`config.mk`:
```
export PLATFORM = sky130hd
export DESIGN_NAME = ccie_rd_arbiter
export DESIGN_NICKNAME = d
export VERILOG_FILES = /design/src/rtl/ccie_rd_arbiter_pkg.sv /design/src/rtl/ccie_rd_arbiter_rr_arb3.sv /design/src/rtl/ccie_rd_arbiter.sv
export SDC_FILE = /design/constraint.sdc
export NUM_CORES = 1
export LEC_CHECK = 0
export CORE_AREA = 8 8 445 447
export CTS_BUF_LIST = sky130_fd_sc_hd__clkbuf_8
export CTS_CLUSTER_DIAMETER = 60
export DETAILED_ROUTE_END_ITERATION = 7
export DIE_AREA = 0 0 453 455
export GPL_TIMING_DRIVEN = 0
export SYNTH_ARGS = -nofsm -noshare
export SYNTH_HDL_FRONTEND = slang
export SYNTH_SLANG_ARGS = --single-unit
```
`constraint.sdc`:
```
create_clock -name clk -period 21.8 [get_ports clk]
set_input_delay 2.18 -clock clk [delete_from_list [all_inputs] [get_ports clk]]
set_output_delay 2.18 -clock clk [all_outputs]
set_load 0.02 [all_outputs]
```
`src/rtl/ccie_rd_arbiter_pkg.sv`:
```
// Shared constants for the CCI-E read arbiter: requester IDs and FSM encoding.
package ccie_pkg;

    localparam int REQ_VEC1 = 0;
    localparam int REQ_VEC2 = 1;
    localparam int REQ_ACCU = 2;
    localparam int NUM_REQ  = 3;
    localparam int ID_W     = 2;

    localparam logic [1:0] ST_IDLE  = 2'd0;
    localparam logic [1:0] ST_RUN   = 2'd1;
    localparam logic [1:0] ST_DRAIN = 2'd2;

    // One-hot grant to requester ID; a zero vector maps to 0 and is never used as a winner.
    function automatic logic [ID_W-1:0] onehot_to_id(input logic [NUM_REQ-1:0] oh);
        logic [ID_W-1:0] id;
        id = '0;
        if (oh[REQ_VEC2]) id = 2'd1;
        if (oh[REQ_ACCU]) id = 2'd2;
        return id;
    endfunction

endpackage

```
`src/rtl/ccie_rd_arbiter_rr_arb3.sv`:
```
// Combinational 3-way round-robin select; search order rr_ptr, rr_ptr+1, rr_ptr+2.
module rr_arb3
    import ccie_pkg::*;
(
    input  logic [NUM_REQ-1:0] valid,
    input  logic [1:0]         rr_ptr,
    output logic [NUM_REQ-1:0] grant
);

    // First valid requester at or after the pointer wins.
    always_comb begin
        grant = '0;
        case (rr_ptr)
            2'd1: begin
                if      (valid[1]) grant = 3'b010;
                else if (valid[2]) grant = 3'b100;
                else if (valid[0]) grant = 3'b001;
            end
            2'd2: begin
                if      (valid[2]) grant = 3'b100;
                else if (valid[0]) grant = 3'b001;
                else if (valid[1]) grant = 3'b010;
            end
            default: begin
                if      (valid[0]) grant = 3'b001;
                else if (valid[1]) grant = 3'b010;
                else if (valid[2]) grant = 3'b100;
            end
        endcase
    end

endmodule

```
`src/rtl/ccie_rd_arbiter.sv`:
```
// Shares the CCI-E read channel between the vec1, vec2 and accumulate readers.
//
// state    | meaning
// ---------+-----------------------------------------------------------
// ST_IDLE  | disabled, nothing in flight
// ST_RUN   | granting requests (subject to credit and back-pressure)
// ST_DRAIN | disabled, waiting for outstanding responses to return
module ccie_rd_arbiter
    import ccie_pkg::*;
#(
    parameter int ADDR_LMT        = 20,
    parameter int MDATA           = 14,
    parameter int CACHE_WIDTH     = 512,
    parameter int MAX_OUTSTANDING = 32,
    localparam int OW             = $clog2(MAX_OUTSTANDING) + 1
) (
    input  logic                        clk,
    input  logic                        rst,
    input  logic                        enable,
    input  logic [NUM_REQ-1:0]          req_valid,
    input  logic [NUM_REQ*ADDR_LMT-1:0] req_addr,
    output logic [NUM_REQ-1:0]          req_ready,
    output logic [ADDR_LMT-1:0]         rd_req_addr,
    output logic [MDATA-1:0]            rd_req_mdata,
    output logic                        rd_req_en,
    input  logic                        rd_req_almostfull,
    input  logic                        rd_rsp_valid,
    input  logic [MDATA-1:0]            rd_rsp_mdata,
    input  logic [CACHE_WIDTH-1:0]      rd_rsp_data,
    output logic [NUM_REQ-1:0]          rsp_valid,
    output logic [CACHE_WIDTH-1:0]      rsp_data,
    output logic [OW-1:0]               outstanding,
    output logic                        idle,
    output logic                        tag_err
);

    localparam int SEQ_W = MDATA - ID_W;

    logic [1:0]                      state_q, state_d;
    logic [1:0]                      rr_ptr_q, rr_ptr_d;
    logic [NUM_REQ-1:0][SEQ_W-1:0]   seq_q, seq_d;
    logic                            rd_req_en_q, rd_req_en_d;
    logic [ADDR_LMT-1:0]             rd_req_addr_q, rd_req_addr_d;
    logic [MDATA-1:0]                rd_req_mdata_q, rd_req_mdata_d;
    logic [NUM_REQ-1:0]              rsp_valid_q, rsp_valid_d;
    logic [CACHE_WIDTH-1:0]          rsp_data_q, rsp_data_d;
    logic [OW-1:0]                   outstanding_q, outstanding_d;
    logic                            tag_err_q, tag_err_d;

    logic [NUM_REQ-1:0]                arb_grant;
    logic [NUM_REQ-1:0][ADDR_LMT-1:0]  addr_arr;
    logic                              grant_ok;
    logic                              xfer;
    logic                              rsp_dec;
    logic [ID_W-1:0]                   win_id;
    logic [ID_W-1:0]                   rsp_id;

    rr_arb3 u_rr_arb3 (
        .valid  (req_valid),
        .rr_ptr (rr_ptr_q),
        .grant  (arb_grant)
    );

    assign addr_arr  = req_addr;
    assign grant_ok  = (state_q == ST_RUN) && enable && !rd_req_almostfull &&
                       (outstanding_q < OW'(MAX_OUTSTANDING));
    assign req_ready = grant_ok ? arb_grant : '0;
    assign xfer      = |(req_valid & req_ready);
    assign win_id    = onehot_to_id(req_ready);
    assign rsp_id    = rd_rsp_mdata[MDATA-1 -: ID_W];
    // A response with nothing in flight must not wrap the counter below zero.
    assign rsp_dec   = rd_rsp_valid && (outstanding_q != '0);

    // Request stage: latch the winner's address and tag, advance pointer and sequence.
    always_comb begin
        rr_ptr_d       = rr_ptr_q;
        seq_d          = seq_q;
        rd_req_en_d    = xfer;
        rd_req_addr_d  = rd_req_addr_q;
        rd_req_mdata_d = rd_req_mdata_q;
        if (xfer) begin
            rr_ptr_d       = (win_id == 2'd2) ? 2'd0 : win_id + 2'd1;
            seq_d[win_id]  = seq_q[win_id] + SEQ_W'(1);
            rd_req_addr_d  = addr_arr[win_id];
            rd_req_mdata_d = {win_id, seq_q[win_id]};
        end
    end

    // Response routing, tag error detection and the in-flight counter.
    always_comb begin
        rsp_valid_d   = '0;
        rsp_data_d    = rsp_data_q;
        tag_err_d     = tag_err_q;
        outstanding_d = outstanding_q;
        if (rd_rsp_valid) begin
            rsp_data_d = rd_rsp_data;
            if (rsp_id == 2'd3) tag_err_d = 1'b1;
            else                rsp_valid_d[rsp_id] = 1'b1;
            if (outstanding_q == '0) tag_err_d = 1'b1;
        end
        case ({xfer, rsp_dec})
            2'b10:   outstanding_d = outstanding_q + OW'(1);
            2'b01:   outstanding_d = outstanding_q - OW'(1);
            default: outstanding_d = outstanding_q;
        endcase
    end

    // Enable/drain sequencing; re-enable takes priority over finishing a drain.
    always_comb begin
        state_d = state_q;
        case (state_q)
            ST_IDLE: if (enable) state_d = ST_RUN;
            ST_RUN: begin
                if (!enable) state_d = (outstanding_q != '0) ? ST_DRAIN : ST_IDLE;
            end
            ST_DRAIN: begin
                if (enable)                    state_d = ST_RUN;
                else if (outstanding_q == '0)  state_d = ST_IDLE;
            end
            default: state_d = ST_IDLE;
        endcase
    end

    // All arbiter state, asynchronously cleared.
    always_ff @(posedge clk or posedge rst) begin
        if (rst) begin
            state_q        <= ST_IDLE;
            rr_ptr_q       <= '0;
            seq_q          <= '0;
            rd_req_en_q    <= 1'b0;
            rd_req_addr_q  <= '0;
            rd_req_mdata_q <= '0;
            rsp_valid_q    <= '0;
            rsp_data_q     <= '0;
            outstanding_q  <= '0;
            tag_err_q      <= 1'b0;
        end else begin
            state_q        <= state_d;
            rr_ptr_q       <= rr_ptr_d;
            seq_q          <= seq_d;
            rd_req_en_q    <= rd_req_en_d;
            rd_req_addr_q  <= rd_req_addr_d;
            rd_req_mdata_q <= rd_req_mdata_d;
            rsp_valid_q    <= rsp_valid_d;
            rsp_data_q     <= rsp_data_d;
            outstanding_q  <= outstanding_d;
            tag_err_q      <= tag_err_d;
        end
    end

    assign rd_req_en    = rd_req_en_q;
    assign rd_req_addr  = rd_req_addr_q;
    assign rd_req_mdata = rd_req_mdata_q;
    assign rsp_valid    = rsp_valid_q;
    assign rsp_data     = rsp_data_q;
    assign outstanding  = outstanding_q;
    assign tag_err      = tag_err_q;
    assign idle         = (state_q == ST_IDLE);

endmodule

```
==> flow_summary_export.csv, run 1 <==
group,metric,value,unit
outcome,status,"finished, final reports clean",
timing,fmax,0.1262,GHz
critical_path,crit_type,"primary input to output pin",
die,die-area,0.2061,sq mm
synthesis,synth-simple-area-share,0.03260,
timing,clock-skew-final,0.03627,ns
layout,register_area,0.01491,sq mm
critical_path,crit_path_end_kind,"output pin",
worst_hold_path,hp-class,"flip-flop to flip-flop",
synthesis,syn_inst,1516,
die,floorplan.initialDensity,0.1207,
timing,fin_crit,7.923,ns
synthesis,yosysTopAreaCellShare,0.6466,
critical_path,required,19.62,ns
grt,antenna_found_initial,180,
worst_hold_path,hold_path.startpoint,"tag_err",
timing,hold_viol_final,0,
synthesis,synth_xor_area_frac,0.009493,
drt,drt-total-wl,182.2,mm
timing,fin_setup_tns,0,ns
die,rows,161,
clocking,insertion_delay,0.85,ns
layout,fin_cells,5432,
power,seq_power_share,0.370,
die,die_y,455,um
critical_path,r2r_cells,14,
synthesis,yosys_warnings,0,
synthesis,synth_mux_area_frac,0.2533,
placed_design,portBuffers,1141,
synthesis,yosysUniqueCellTypes,61,
grt,grt_usage,0.1690,
timing,setup_slack,13.88,ns
placed_design,place_congestion,0.9181,
synthesis,ys_seq_elements,596,
synthesis,ys.flop_type,"dfrtp_1",
critical_path,r2r_slack,17.31,ns
power,peakVddDrop,45.63,uV
critical_path,worstPathArrival,5.74,ns
grt,grt_pass1_wl,225.7,mm
grt,overflow,0,
timing,relSlewSlack,0.2222,
drt,post-route-drc-count,0,
drt,drtIter0Drc,1249,
job,drv_cap,0,
critical_path,start_kind,"primary input",
synthesis,avgSynthCellArea,15.21,sq um
drt,final_antenna_net_count,0,
clocking,cts_made_buffers,119,
critical_path,worst-path-max-fanout,10,
layout,multiInputGateArea,0.007759,sq mm
timing,hold-worst-slack,0.4753,ns
placed_design,pre_cts_ws,13.93,ns
synthesis,synth_area_leaders,"dfrtp_1 (65%), mux2_2 (25%), nand2_1 (1.2%)",
power,p_int,2.460,mW
grt,grt_max_degree,115,
clocking,cts-hold-fix-buffers,0,
clocking,htreeDepth,3,
synthesis,synth_nets,2119,
power,p_sw,1.227,mW
critical_path,startpoint,"enable",
critical_path,r2r-end,"outstanding[5]",
layout,fin_util,0.2119,
power,pwr-share-comb,0.283,
layout,drive_above_1_share,0.2572,
synthesis,synth-async-reset-ratio,1.000,
critical_path,worstReg2RegStart,"state_q[1]",
synthesis,synth_top_area_cell,"dfrtp_1",
clocking,clkTransAtPathRegs,0.06,ns
drt,dr.pass1.iters,7,
synthesis,syn_area,0.02306,sq mm
timing,setup_viol,0,
clocking,postCtsSetupRepairBufs,0,
placed_design,dp_cells,5189,
synthesis,ys_seq_area_frac,0.6466,
clocking,cts_max_path_buffers,3,
synthesis,synth_top_family_by_area,"multiplexers",
synthesis,synth-edff-count,0,
drt,vias_per_cell,3.605,
clocking,cts_tree,"built",
clocking,cts_sinks,596,
synthesis,synth_fa_ha_area_frac,0.005208,
timing,worstMarginPinSlew,1.167,ns
synthesis,synth_compound_gate_area_share,0.03580,
die,coreArea,0.1912,sq mm
layout,nFillCells,20560,
power,p_clk_frac,0.347,
die,pin_count,1155,
worst_hold_path,hold-path-endpoint,"tag_err",
drt,vias,19580,
placed_design,dpl.hpwl,160.1,mm
die,die_w,453,um
power,p_sw_frac,0.3328,
grt,grt_pass1_vias,19830,
timing,period_share,0.3634,
power,p_leak,15.99,nW
layout,syn_to_final_growth,75.65,%
clocking,cts_resized,0,
layout,fin_nets,3387,
power,p_per_area,91.00,mW/mm^2
timing,rsz0062_at_grt,"false",
timing,report.final.slew_viol_count,0,
worst_hold_path,holdPathStages,1,
clocking,clockRootBuffer,"clkbuf_8",
drt,wl_per_cell,33.54,um
-- flip-flops by register name (all words and copies together), names as in the netlist --
name          count
state_q           2
tag_err           1
rd_req_mdata     13
outstanding       6
rsp_valid         3
rsp_data        512
rd_req_addr      20
seq_q            36
rd_req_en         1
rr_ptr_q          2
-- synthesized netlist by cell type (3+ instances only) --
master    count
inv_1        13
nand3_1       3
o221a_2       3
ha_1          8
nand2_1      75
o22a_1        3
o21ai_1       5
xnor2_1      18
mux2_2      517
dfrtp_1     596
nor2_1       33
a222oi_1      9
xor2_1        7
a21oi_1      26
a22oi_1       3
nand4b_1      4
o21ai_0      36
o21a_1        7
a21o_1        3
nand2b_1      4
o31ai_1       7
buf_2         7
buf_1         9
clkbuf_1     64
buf_4         3
nor4_1        3
o22ai_1       7
-- worst max-delay path by stage --
stage,end,slack [ns],cells after the start
after floorplan,outstanding[0],2.94,1
after global placement,rsp_data[351],-5.68,2
after CTS,req_ready[2],13.91,10
final,req_ready[2],13.88,10
after global routing,req_ready[2],13.67,10
after detailed placement,req_ready[2],13.93,10
-- power by group through the flow --
stage / clock [mW] / combinational (mW) / sequential (mW)
2_1_floorplan: 0 / 0.285 / 1.52
3_3_place_gp: 0 / 1.05 / 1.38
3_5_place_dp: 0 / 1.05 / 1.38
4_1_cts: 1.33 / 1.06 / 1.36
5_1_grt: 1.38 / 1.11 / 1.38
6_report: 1.28 / 1.04 / 1.36
-- critical path, cell delays in order --
cell,delay [ns]
clkdlybuf4s50_1,0.50
nand2_1,0.08
nor4_1,0.87
o21ai_1,0.35
buf_4,0.30
inv_1,0.12
buf_2,0.26
buf_2,0.33
buf_4,0.16
clkdlybuf4s50_1,0.59
-- cell usage in the layout (no fill, tap or decap), types with 11 or more instances in the layout --
master           Yosys  routed
a21oi_1             26      26
clkbuf_1            64      62
clkbuf_8             0     148
clkdlybuf4s50_1      0    1141
clkinv_2             0      11
dfrtp_1            596     596
diode_2              0      33
inv_1               13      39
mux2_2             517     517
nand2_1             75      75
nor2_1              33      33
o21ai_0             36      36
xnor2_1             18      18
-- routing by layer --
layer / track usage / up-vias / routed length [um]
met4: 0.05907 / 26 / 6752
li1: - / 7995 / -
met3: 0.1064 / 443 / 26490
met1: 0.1845 / 9889 / 66010
met5: 0 / - / 173
met2: 0.2680 / 1231 / 82770
-- logic make-up after synthesis --
| kind of cell | count (synthesis) |
|---|---|
| AOI/OAI and AO/OA | 124 |
| DFF | 596 |
| and+or+nand+nor | 146 |
| buffers and inverters | 97 |
| xor gates and xnor gates | 25 |
| muxes | 519 |
| adders and majority gates | 9 |
-- final cells by class --
cell class              count  area share
inverters                  13    0.001390
clock buffers             148     0.05028
plain buffers              84    0.008524
clock inverters            62     0.01433
well taps                2526     0.07801
flip-flops and latches    596      0.3681
repair buffers           1147      0.2858
diodes                     33    0.002038
multi-input cells         823      0.1915
-- per-stage QoR --
| step | power, mW | instance area, sq um |
|---|---|---|
| floorplan | 1.808 | 23060 |
| global placement | 2.427 | 37650 |
| detailed placement | 2.434 | 37810 |
| CTS | 3.756 | 40430 |
| global route | 3.868 | 40470 |
| finish | 3.687 | 40510 |
Note: power is estimated with default switching activity, not from simulation.
==> inputs of run 2 (changes only) <==
==> constraint.sdc (replaced) <==
create_clock -name clk -period 8 [get_ports clk]
set_input_delay 0.8 -clock clk [delete_from_list [all_inputs] [get_ports clk]]
set_output_delay 0.8 -clock clk [all_outputs]
set_load 0.02 [all_outputs]
==> run 2 against run 1 <==
  * Core utilization up 0.075 points
  * Worst hold slack got worse by 0.051 ns
  * Clock skew is 0.023 ns lower
  * Largest cell class unchanged
  * Via count fell by 0.35%
  * Global-route usage up 0.28 points
  * Cell area grew 0.35%
  * Total power rose to 2.7 times the previous value
  * Clock power grew to 2.7 times the previous value
==> flow_summary_export.csv, run 2 (synthesized netlist as in run 1, its figures left out) <==
group,metric,value,unit
die,pin_count,1155,
timing,setup_slack,2.842,ns
timing,fin_crit,5.158,ns
timing,report.final.slew_viol_count,0,
die,die_w,453,um
placed_design,pre_cts_ws,2.628,ns
drt,drt-total-wl,184.8,mm
die,die-area,0.2061,sq mm
layout,drive_above_1_share,0.2614,
placed_design,dp_cells,5199,
timing,fmax,0.1939,GHz
layout,final_cell_mix,"clkdlybuf4s50_1 (1141), dfrtp_1 (596), mux2_2 (517), clkbuf_8 (154), nand2_1 (75)",
power,peakVddDrop,127.6,uV
placed_design,dpl.hpwl,162.4,mm
power,p_total,10.04,mW
outcome,status,"finished, final reports clean",
critical_path,worstReg2RegStart,"state_q[1]",
placed_design,place_area,0.03797,sq mm
grt,grt_pass1_wl,229.1,mm
critical_path,crit_type,"primary input to output pin",
grt,grt_usage,0.1719,
critical_path,required,7.20,ns
clocking,cts_tree,"built",
die,rows,161,
grt,grt_pass1_vias,20050,
timing,rsz0062_at_grt,"false",
layout,register_area,0.01491,sq mm
timing,period_share,0.6447,
grt,overflow,0,
timing,clock-skew-final,0.01330,ns
critical_path,start_kind,"primary input",
layout,multiInputGateArea,0.007759,sq mm
power,p_per_area,247.0,mW/mm^2
timing,worstMarginPinSlew,1.318,ns
timing,hold_viol_final,0,
placed_design,place_congestion,0.9144,
drt,post-route-drc-count,0,
drt,vias,19520,
drt,final_antenna_net_count,0,
clocking,cts_sinks,596,
job,drv_cap,0,
layout,fin_nets,3397,
critical_path,startpoint,"enable",
clocking,postCtsSetupRepairBufs,0,
layout,design_area,0.04066,sq mm
clocking,cts_max_path_buffers,3,
clocking,htreeDepth,3,
clocking,clkTransAtPathRegs,0.06,ns
critical_path,max_stage_delay,0.84,ns
worst_hold_path,hp-class,"primary input to async pin",
layout,final_common_cell,"clkdlybuf4s50_1",
drt,drtIter0Drc,1186,
critical_path,worstPathCellList,"clkdlybuf4s50_1 -> nand2_1 -> nor4_1 -> o21ai_1 -> buf_4 -> inv_1 -> buf_2 -> buf_2 -> buf_4 -> clkdlybuf4s50_1",
layout,nFillCells,20550,
grt,grt_max_degree,43,
die,die_y,455,um
layout,largest_reg_flops,512,
clocking,cts-hold-fix-buffers,0,
timing,relSlewSlack,0.1216,
critical_path,worstPathArrival,4.36,ns
drt,dr.pass1.iters,7,
timing,setup_viol,0,
drt,vias_per_cell,3.585,
die,floorplan.initialDensity,0.1207,
grt,antenna_found_initial,175,
clocking,insertion_delay,0.86,ns
die,coreArea,0.1912,sq mm
critical_path,slowest_stage,"nor4_1",
clocking,cts_resized,0,
layout,fin_cells,5443,
critical_path,worst-path-max-fanout,10,
clocking,cts_made_buffers,119,
drt,wl_per_cell,33.96,um
layout,syn_to_final_growth,76.27,%
placed_design,portBuffers,1141,
power,p_leak,16.06,nW
clocking,clockRootBuffer,"clkbuf_8",
critical_path,crit_path_end_kind,"output pin",
[run 2: routing by layer]
layer  GRT usage  wire length (um)  vias up
li1            -                 -     8010
met1      0.1855             66070     9790
met2      0.2748             83520     1270
met3      0.1152             28590      425
met4     0.04938              6537       20
met5           0               128        -
[run 2: worst max-delay path: cells and delay by family]
kind / cells / cell delay [ns]
AND/OR/NAND/NOR: 2 / 0.93
buffers and inverters: 7 / 2.31
AO/OA/AOI/OAI: 1 / 0.31
[run 2: worst paths after layout]
| kind | end | slack, ns | cells after the start |
|---|---|---|---|
| min | seq_q[26] | 0.42 | 2 |
| max reg2reg | outstanding[5] | 3.53 | 14 |
| min reg2reg | rd_req_mdata[4] | 0.48 | 2 |
| max | req_ready[2] | 2.84 | 10 |
| max in group asynchronous | rsp_data[425] | 5.77 | 7 |
| min in group clk | rd_req_mdata[4] | 0.48 | 2 |
[run 2: metrics by stage]
stage               utilization  hold slack [ns]  TNS (ns)
floorplan                     -           0.4366   -552.66
global placement         0.1969           0.4448  -3329.58
detailed placement       0.1986           0.4620         0
CTS                      0.2123           0.2967         0
global route             0.2125           0.3648         0
finish                   0.2127           0.4245         0
[run 2: cell type report]
cell class	instances	area share
inverter	13	0.001293
tap	2526	0.07774
sequential	596	0.3668
multi-input combinational	823	0.1908
timing repair buffer	1157	0.2888
antenna	25	0.001539
buffer	84	0.008494
clock buffer	154	0.05213
clock inverter	65	0.01234
[run 2: power breakdown]
group          leakage (nW)  switching, mW  internal [mW]
Combinational          7.57           1.56           1.30
Sequential             7.06          0.280           3.44
Clock                  1.44           1.58           1.88
Total                  16.1           3.42           6.62
